File: config.mk
export PLATFORM = sky130hd
export DESIGN_NAME = alu_muldiv_seq
export DESIGN_NICKNAME = d
export VERILOG_FILES = /design/src/rtl/alu_pkg.sv /design/src/rtl/alu_muldiv_seq.sv
export SDC_FILE = /design/constraint.sdc
export NUM_CORES = 1
export LEC_CHECK = 0
export CORE_MARGIN = 1
export CORE_UTILIZATION = 50
export CTS_BUF_LIST = sky130_fd_sc_hd__clkbuf_2
export DETAILED_ROUTE_END_ITERATION = 8
export GPL_ROUTABILITY_DRIVEN = 1
export PLACE_DENSITY = 0.81
export SETUP_SLACK_MARGIN = 0.05
export SLEW_MARGIN = 20
export SYNTH_ARGS = -nofsm -noshare
export SYNTH_HDL_FRONTEND = slang
export SYNTH_SLANG_ARGS = --single-unit
File: constraint.sdc
create_clock -name clk -period 3.1 [get_ports clk]
set_input_delay 0.62 -clock clk [delete_from_list [all_inputs] [get_ports clk]]
set_output_delay 0.62 -clock clk [all_outputs]
set_load 0.01 [all_outputs]
File: src/rtl/alu_pkg.sv
// Shared ALU package: opcode constants for the 64-bit ALU and the
// state encoding of the iterative multiply/divide sequencer.
package alu_pkg;

    localparam int ALU_W = 64;

    localparam logic [3:0] ALU_AND = 4'b0000;
    localparam logic [3:0] ALU_OR  = 4'b0001;
    localparam logic [3:0] ALU_ADD = 4'b0010;
    localparam logic [3:0] ALU_SUB = 4'b0110;
    localparam logic [3:0] ALU_NOR = 4'b1100;
    localparam logic [3:0] ALU_SLL = 4'b0111;

    typedef enum logic [1:0] {
        ST_IDLE = 2'd0,
        ST_RUN  = 2'd1,
        ST_DONE = 2'd2
    } state_t;

endpackage

File: src/rtl/alu_muldiv_seq.sv
// Iterative 64-bit unsigned multiply / restoring divide sequencer that
// borrows the shared ALU one operation per cycle while busy.
// Optional feature macro: MULDIV_EARLY_EXIT_EN (multiply stops as soon as
// the remaining multiplier is zero).
//
// Handshake: start is sampled only in IDLE; the accepting edge latches
// op/in_a/in_b. busy is high from the cycle after the accept through the
// DONE cycle. done is a one-cycle pulse; result_lo/result_hi/div_by_zero
// are valid from that cycle and held until the next accepted start.
// start while busy is ignored (no queueing).
module alu_muldiv_seq
    import alu_pkg::*;
(
    input  logic              clk,
    input  logic              reset,
    input  logic              start,
    input  logic              op,
    input  logic [ALU_W-1:0]  in_a,
    input  logic [ALU_W-1:0]  in_b,
    output logic              busy,
    output logic              done,
    output logic [ALU_W-1:0]  result_lo,
    output logic [ALU_W-1:0]  result_hi,
    output logic              div_by_zero,
    output logic [ALU_W-1:0]  alu_a,
    output logic [ALU_W-1:0]  alu_b,
    output logic [3:0]        alu_op,
    input  logic [ALU_W-1:0]  alu_result,
    input  logic              alu_zero,
    input  logic              alu_gt,
    output state_t            dbg_state
);

    state_t            state;
    logic [6:0]        cnt;
    logic              op_r;
    // acc: multiply accumulator / divide remainder
    logic [ALU_W-1:0]  acc;
    // opa: multiplicand / dividend, both shift left each iteration
    logic [ALU_W-1:0]  opa;
    // opb: multiplier (shifts right) / divisor (held)
    logic [ALU_W-1:0]  opb;
    logic [ALU_W-1:0]  quo;

    logic [ALU_W-1:0]  rs;
    logic              cy;
    logic              take;
    logic [ALU_W-1:0]  rem_next;
    logic [ALU_W-1:0]  quo_next;
    logic              last_iter;

    // The carry out of the shifted remainder means rs >= 2^64 > divisor,
    // so the subtraction is always taken and the wrapped ALU result is exact.
    assign rs       = {acc[ALU_W-2:0], opa[ALU_W-1]};
    assign cy       = acc[ALU_W-1];
    assign take     = cy | alu_gt | alu_zero;
    assign rem_next = take ? alu_result : rs;
    assign quo_next = {quo[ALU_W-2:0], take};

`ifdef MULDIV_EARLY_EXIT_EN
    assign last_iter = (cnt == 7'd63) || (!op_r && (opb[ALU_W-1:1] == '0));
`else
    assign last_iter = (cnt == 7'd63);
`endif

    assign busy      = (state != ST_IDLE);
    assign done      = (state == ST_DONE);
    assign dbg_state = state;

    // Drive the ALU operands only while iterating; neutral ADD 0+0 otherwise.
    always_comb begin
        alu_op = ALU_ADD;
        alu_a  = '0;
        alu_b  = '0;
        if (state == ST_RUN) begin
            if (op_r) begin
                alu_op = ALU_SUB;
                alu_a  = rs;
                alu_b  = opb;
            end else begin
                alu_a = acc;
                alu_b = opb[0] ? opa : '0;
            end
        end
    end

    // Sequencer FSM with datapath registers and held results.
    always_ff @(posedge clk) begin
        if (!reset) begin
            state       <= ST_IDLE;
            cnt         <= '0;
            op_r        <= 1'b0;
            acc         <= '0;
            opa         <= '0;
            opb         <= '0;
            quo         <= '0;
            result_lo   <= '0;
            result_hi   <= '0;
            div_by_zero <= 1'b0;
        end else begin
            case (state)
                ST_IDLE: begin
                    if (start) begin
                        op_r <= op;
                        opa  <= in_a;
                        opb  <= in_b;
                        acc  <= '0;
                        quo  <= '0;
                        cnt  <= '0;
                        if (op && (in_b == '0)) begin
                            result_lo   <= '1;
                            result_hi   <= in_a;
                            div_by_zero <= 1'b1;
                            state       <= ST_DONE;
                        end else begin
                            state <= ST_RUN;
                        end
                    end
                end
                ST_RUN: begin
                    cnt <= cnt + 7'd1;
                    opa <= opa << 1;
                    if (op_r) begin
                        acc <= rem_next;
                        quo <= quo_next;
                    end else begin
                        acc <= alu_result;
                        opb <= opb >> 1;
                    end
                    if (last_iter) begin
                        result_lo   <= op_r ? quo_next : alu_result;
                        result_hi   <= op_r ? rem_next : '0;
                        div_by_zero <= 1'b0;
                        state       <= ST_DONE;
                    end
                end
                ST_DONE: begin
                    state <= ST_IDLE;
                end
                default: begin
                    state <= ST_IDLE;
                end
            endcase
        end
    end

endmodule

## Yosys cells after proc, flatten, opt, wreduce, memory -nomap -nowiden

Index checks and enable logic that the tools add are counted.

| word-level totals | value |
|---|---|
| register bits after elaboration | 394 |
| input port bits | 198 |
| output and inout bits | 265 |
| logic and storage cells | 70 |

| cells by class | value |
|---|---|
| $add $sub $neg | 1 |
| equality and inequality tests | 8 |
| muxes and demuxes | 38 |
| bitwise operators | 2 |
| reduce and logical (&&, ||, !) cells | 11 |

Operators by type and width:

| kind | count |
|---|---|
| 64-bit two-way mux | 19 |
| 64-bit case mux with 2 select lines | 5 |
| 63-bit case mux with 2 select lines | 1 |
| 64-bit logical NOT | 1 |
| 63-bit two-way mux | 1 |
| 7-bit case mux with 2 select lines | 1 |
| 2-bit inequality test (second input constant) | 5 |
| 7-bit by 1-bit adder with 7-bit output (second input constant) | 1 |
| 7-bit by 6-bit == test with 1-bit output (second input constant) | 1 |
| 7-bit two-way mux | 1 |
| 2-bit two-way mux | 3 |
| 3-bit two-way mux | 2 |
| 2-bit AND reduction | 3 |
| 3-bit AND reduction | 2 |
| 2-bit case mux with 2 select lines | 1 |
| 4-bit AND reduction | 1 |
| 2-bit nonzero test | 2 |
| 1-bit two-way mux | 3 |
| 2-bit by 1-bit == test with 1-bit output (second input constant) | 1 |
| 2-bit == test (second input constant) | 1 |
| 2-bit logical NOT | 1 |
| 1-bit OR | 2 |
| 1-bit case mux with 2 select lines | 1 |
| 1-bit logical AND | 1 |

## Depth between registers and ports, before layout

| logic depth | value |
|---|---|
| word-level depth | 6 |
| depth in mapped cells | 8 |
| depth with buffers taken out | 7 |

## Worst setup path before layout

Ideal clock, no wire load.

| path | value |
|---|---|
| kind | reg2out |
| start point | register state[0] (netlist: dbg_state[0]) |
| end point | output alu_b[10] |
| arrival time | 1.565 ns |
| required time | 2.480 ns |
| slack | 0.915 ns |
| stages on the path, launching flop included | 7 |
| buffers on the path | 2 |
| cell sequence | dfxtp_1 and2b_1 buf_2 nand2_1 nor2_1 buf_2 a22o_1 |

| on the way | value |
|---|---|
| word-level cells in the longest chain between the ends | 2 |

Ends and longest elaborated chain:

| item | line | text |
|---|---|---|
| from (decl) | alu_muldiv_seq.sv:34 | `state_t state;` |
| from (signal assigned) | alu_muldiv_seq.sv:90 | `state <= ST_IDLE;` |
| from (signal assigned) | alu_muldiv_seq.sv:114 | `state <= ST_DONE;` |
| from (signal assigned) | alu_muldiv_seq.sv:116 | `state <= ST_RUN;` |
| 2-bit by 1-bit == test with 1-bit output | alu_muldiv_seq.sv:75 | `if (state == ST_RUN) begin` |
| 64-bit two-way mux | alu_muldiv_seq.sv:75 |  |
| to (decl) | alu_muldiv_seq.sv:26 | `output logic [ALU_W-1:0] alu_b,` |

No other way between the ends.

## Worst setup path in the final report

| path | value |
|---|---|
| start point | register state[1] (netlist: dbg_state[1]) |
| end point | output alu_b[24] |

Same word-level chain as after synthesis.

==> results.txt <==
- The tree built by TritonCTS fans out to 394 sinks.
- The slowest stage of the critical path is the sky130_fd_sc_hd__dfxtp_4 cell.
* Width of the chip: 197 µm
* Later-pin clock latency in the skew report: roughly 1000 ps
- Total routing resource utilization after global routing: 0.373
* Worst Path Required: approximately 2500 ps
- Power comes to roughly 0.011 W.
- TritonRoute pass-1 iters: 6
- Total number of placement rows: 70
- Final worst-path cycle share: 1.04
- The initial antenna violation count is 4.
- The share of synthesized area in the top cell type comes to 0.417.
* Cell family contributing the most delay on the critical path: buffers and inverters
* Top area cells in the synthesized netlist: sky130_fd_sc_hd__dfxtp_1, sky130_fd_sc_hd__nand2_1, sky130_fd_sc_hd__mux2i_1
* Buffers from clock root to sink, at most: 3
- The final reports fail on negative setup slack.
- The first global-routing pass estimated 111000 µm of wire.
- Vias/cell: 6.18
- For this run, asynchronously set or reset flops after synthesis account for 0.
- Yosys mapped a number of flops with a built-in enable equal to 0.
- Clock skew after layout: 74.1 ps
- After layout, the worst setup slack is -124 ps.
- Post-synthesis sequential area ratio: 0.417
* WP buf/inv: 5
- The number of global-route vias before repair is between 15k and 20k.
* Core footprint: 37000 µm²
- Summed over all layers, the global routing overflow is 0.
- At the worst endpoint, the arrival time is about 2600 ps.
- Hold is met by 115 ps.
* Sequential cell area: 7900 µm²
- At the end of routability-driven placement, the weighted congestion stood at a little under 1.
- Yosys mapped the design onto 47 distinct sky130hd cell types.
* Crit path from: dbg_state[1]$_SDFFE_PN0P_
- Setup violations remaining at the end of the flow were counted as 62.
* Type of the most critical hold path: input port to register
- The worst pin sits at a relative slew slack of 0.271.
- Largest voltage drop on the vdd net: 251 µV
* Maximum number of pins on one net before global-route repair: 117
* Die H: approximately 200 µm
- The commonest cells after synthesis are sky130_fd_sc_hd__nand2_1, sky130_fd_sc_hd__dfxtp_1, sky130_fd_sc_hd__a21oi_1.
* Max Freq: about 310 MHz
- Timing analysis after detailed placement gives a worst setup slack of 191 ps.
- Final critical-path required period: 3220 ps
- The average instance in the mapped netlist occupies about 8.2 µm².
* Critical Path Sink Type: primary output
* RR Startpoint: dbg_state[1]$_SDFFE_PN0P_
* CTS tree: yes
- Measured on the finished design, the core utilization comes to 0.690.
- Clk Tree Root Cell: sky130_fd_sc_hd__clkbuf_2
- The cell count after synthesis came out at 2302.
- Clock transition at path regs: 100 ps
* Most area-hungry cell type in the Yosys netlist: sky130_fd_sc_hd__dfxtp_1
- Number of max-slew violations in the final report: 0
- Summing over every cut layer, the via total after detailed routing is 20.5k.
* Leakage power: 10.1 nW
- Detailed placement finished with a half-perimeter wire length of 48900 µm.
* Cell total after placement: roughly 3.1k
- Worst hold path startpoint: reset
* Growth of design area from synthesis to finish: 34.8%
- Peak per-stage delay on the critical path: approximately 360 ps
* Worst setup SP type: register
- Yosys printed 0 warnings.
* Crit path max fanout: 5
- For this configuration, the core starts out at a cell density of 0.512.
- The most common cell in the synthesized netlist is sky130_fd_sc_hd__nand2_1.
* Wire length after detailed routing: 76100 µm
* Sequence of cells on the critical path: and2b_4 > nand2_4 > nor2_4 > buf_6 > buf_12 > buf_16 > buf_12 > a22o_1 > buf_2
* Reg-to-reg slack, setup: roughly 180 ps
- Critical path start-end classification: register to primary output
- Post-synth top flop: sky130_fd_sc_hd__dfxtp_1
* Filler Cells Inserted: 3058
- Initial detailed-routing violation count: 2419
* NumNets Final: 2947
- Buffers added on ports: 459
* CTS H-Tree Depth: 3
- The finished layout holds 3318 standard cells, fillers aside.
- Power density normalized to cell area: between 400 and 500 nW/µm²
- After detailed routing, the average wire length per cell comes to about 23 µm.
- Number of buffers inserted during clock tree synthesis: 101
- The multi-input combinational cells in the finished layout cover a total of 10300 µm².
- The die covers 38600 µm².
- At the pin with the least slew margin, the transition time is 1090 ps.
- The cell that appears most often on the critical path is sky130_fd_sc_hd__buf_12.
- DRC viols: 0
* Result of the run: finished, violations left
* Unrepaired setup endpoints after global routing: yes
- Max cap viols: 0
- Post-Synthesis Cell Area: 18900 µm²
- Counting flops and latches in the post-synthesis netlist gives between 300 and 400.
- Number of buffers added to fix hold violations after cts: 0
- For this design the top-level I/O count stands at 463.
- In the final layout, the share of cells above drive strength 1 is 0.186.
* Remaining number of nets flagged by the antenna check after routing: 0
- The count of endpoints failing hold in the final timing report came to 0.
-- metal layers --
layer	up-vias	track usage	part of all wire
li1	9163	-	-
met1	9732	0.468	0.38
met2	1331	0.597	0.45
met3	272	0.0828	0.11
met4	6	0.201	0.056
met5	-	0	0.00056
-- power by group --
group	internal, W	switching [W]	total, W
combinational	0.00105	0.00136	0.00241
clock	0.00129	0.00217	0.00347
sequential	0.00533	0.000267	0.00560
-- placed cells by master (no fill, tap or decap), drive strengths merged, types with 26 or more instances in the layout --
cell	netlist	layout
a21oi	228	228
mux2	41	41
a22o	62	62
a22oi	64	64
clkdlybuf4s50	0	328
nand3	71	71
o21ai	69	69
mux2i	128	128
o221a	87	87
nand2	503	503
buf	83	172
dfxtp	394	394
a221oi	41	41
nor2	189	189
nand2b	24	26
a311oi	63	63
and2	64	64
clkbuf	141	191
-- cells by family (layout without fill, tap and decap cells) --
group                    Yosys count  after routing  synth area share
AO/OA/AOI/OAI                    618            618             0.235
adder cells (fa/ha/maj)            1              1          0.000661
buffers and inverters            228            736            0.0561
flip-flops                       394            394             0.417
multiplexers                     169            169            0.0921
other                              2              4          0.000397
AND/OR/NAND/NOR                  890            892             0.199
-- per-stage QoR --
stage / cell area (µm²) / setup TNS, ps
2_1_floorplan: 18900 / 0
3_3_place_gp: 23800 / 0
3_5_place_dp: 23800 / 0
4_1_cts: 25200 / -5040
5_1_grt: 25500 / -7920
6_report: 25500 / -3130
-- sequential cells by signal, summed over array words and instances (netlist names), 2 cells and up --
signal	flops
opa	64
result_hi	64
opb	64
dbg_state	2
result_lo	64
quo	63
cnt	7
acc	64
-- area by class of cell --
type                    instances  share of cell area
repair buffers                564               0.227
clock buffers                 155              0.0304
multi-input cells            1683               0.406
well taps                     504              0.0247
flip-flops and latches        394               0.309
inverters                       4            0.000981
clock inverters                13             0.00206
diodes                          1           0.0000981
-- path summary, 6_finish.rpt --
kind	end	cells after the start
worst min-delay path	result_hi[40]$_SDFFE_PN0P_	3
worst max register to register	result_lo[38]$_SDFFE_PN0P_	10
worst max-delay path	alu_b[24]	9
worst min register to register	quo[6]$_SDFFE_PN0P_	2
-- worst reg2reg max path, stage by stage, from the launching register on --
cell                      delay (ps)
sky130_fd_sc_hd__dfxtp_4         360
sky130_fd_sc_hd__and2b_4         280
sky130_fd_sc_hd__buf_4           120
sky130_fd_sc_hd__buf_4           100
sky130_fd_sc_hd__buf_4           100
sky130_fd_sc_hd__buf_4           760
sky130_fd_sc_hd__nand3_2         170
sky130_fd_sc_hd__nand2_1         200
sky130_fd_sc_hd__and3_4          310
sky130_fd_sc_hd__buf_12          210
sky130_fd_sc_hd__o221a_1         240
-- repair_timing --
| item | 4_1_cts | 5_1_grt |
|---|---|---|
| endpoints found under the hold margin | 0 | 0 |
| pin swaps | 39 | 28 |
| gates cloned | 13 | 11 |
| setup endpoints to repair | 129 | 89 |
| resized for setup | 476 | 83 |
| buffers inserted | 30 | 6 |
Power figures use the tool's default switching activity.
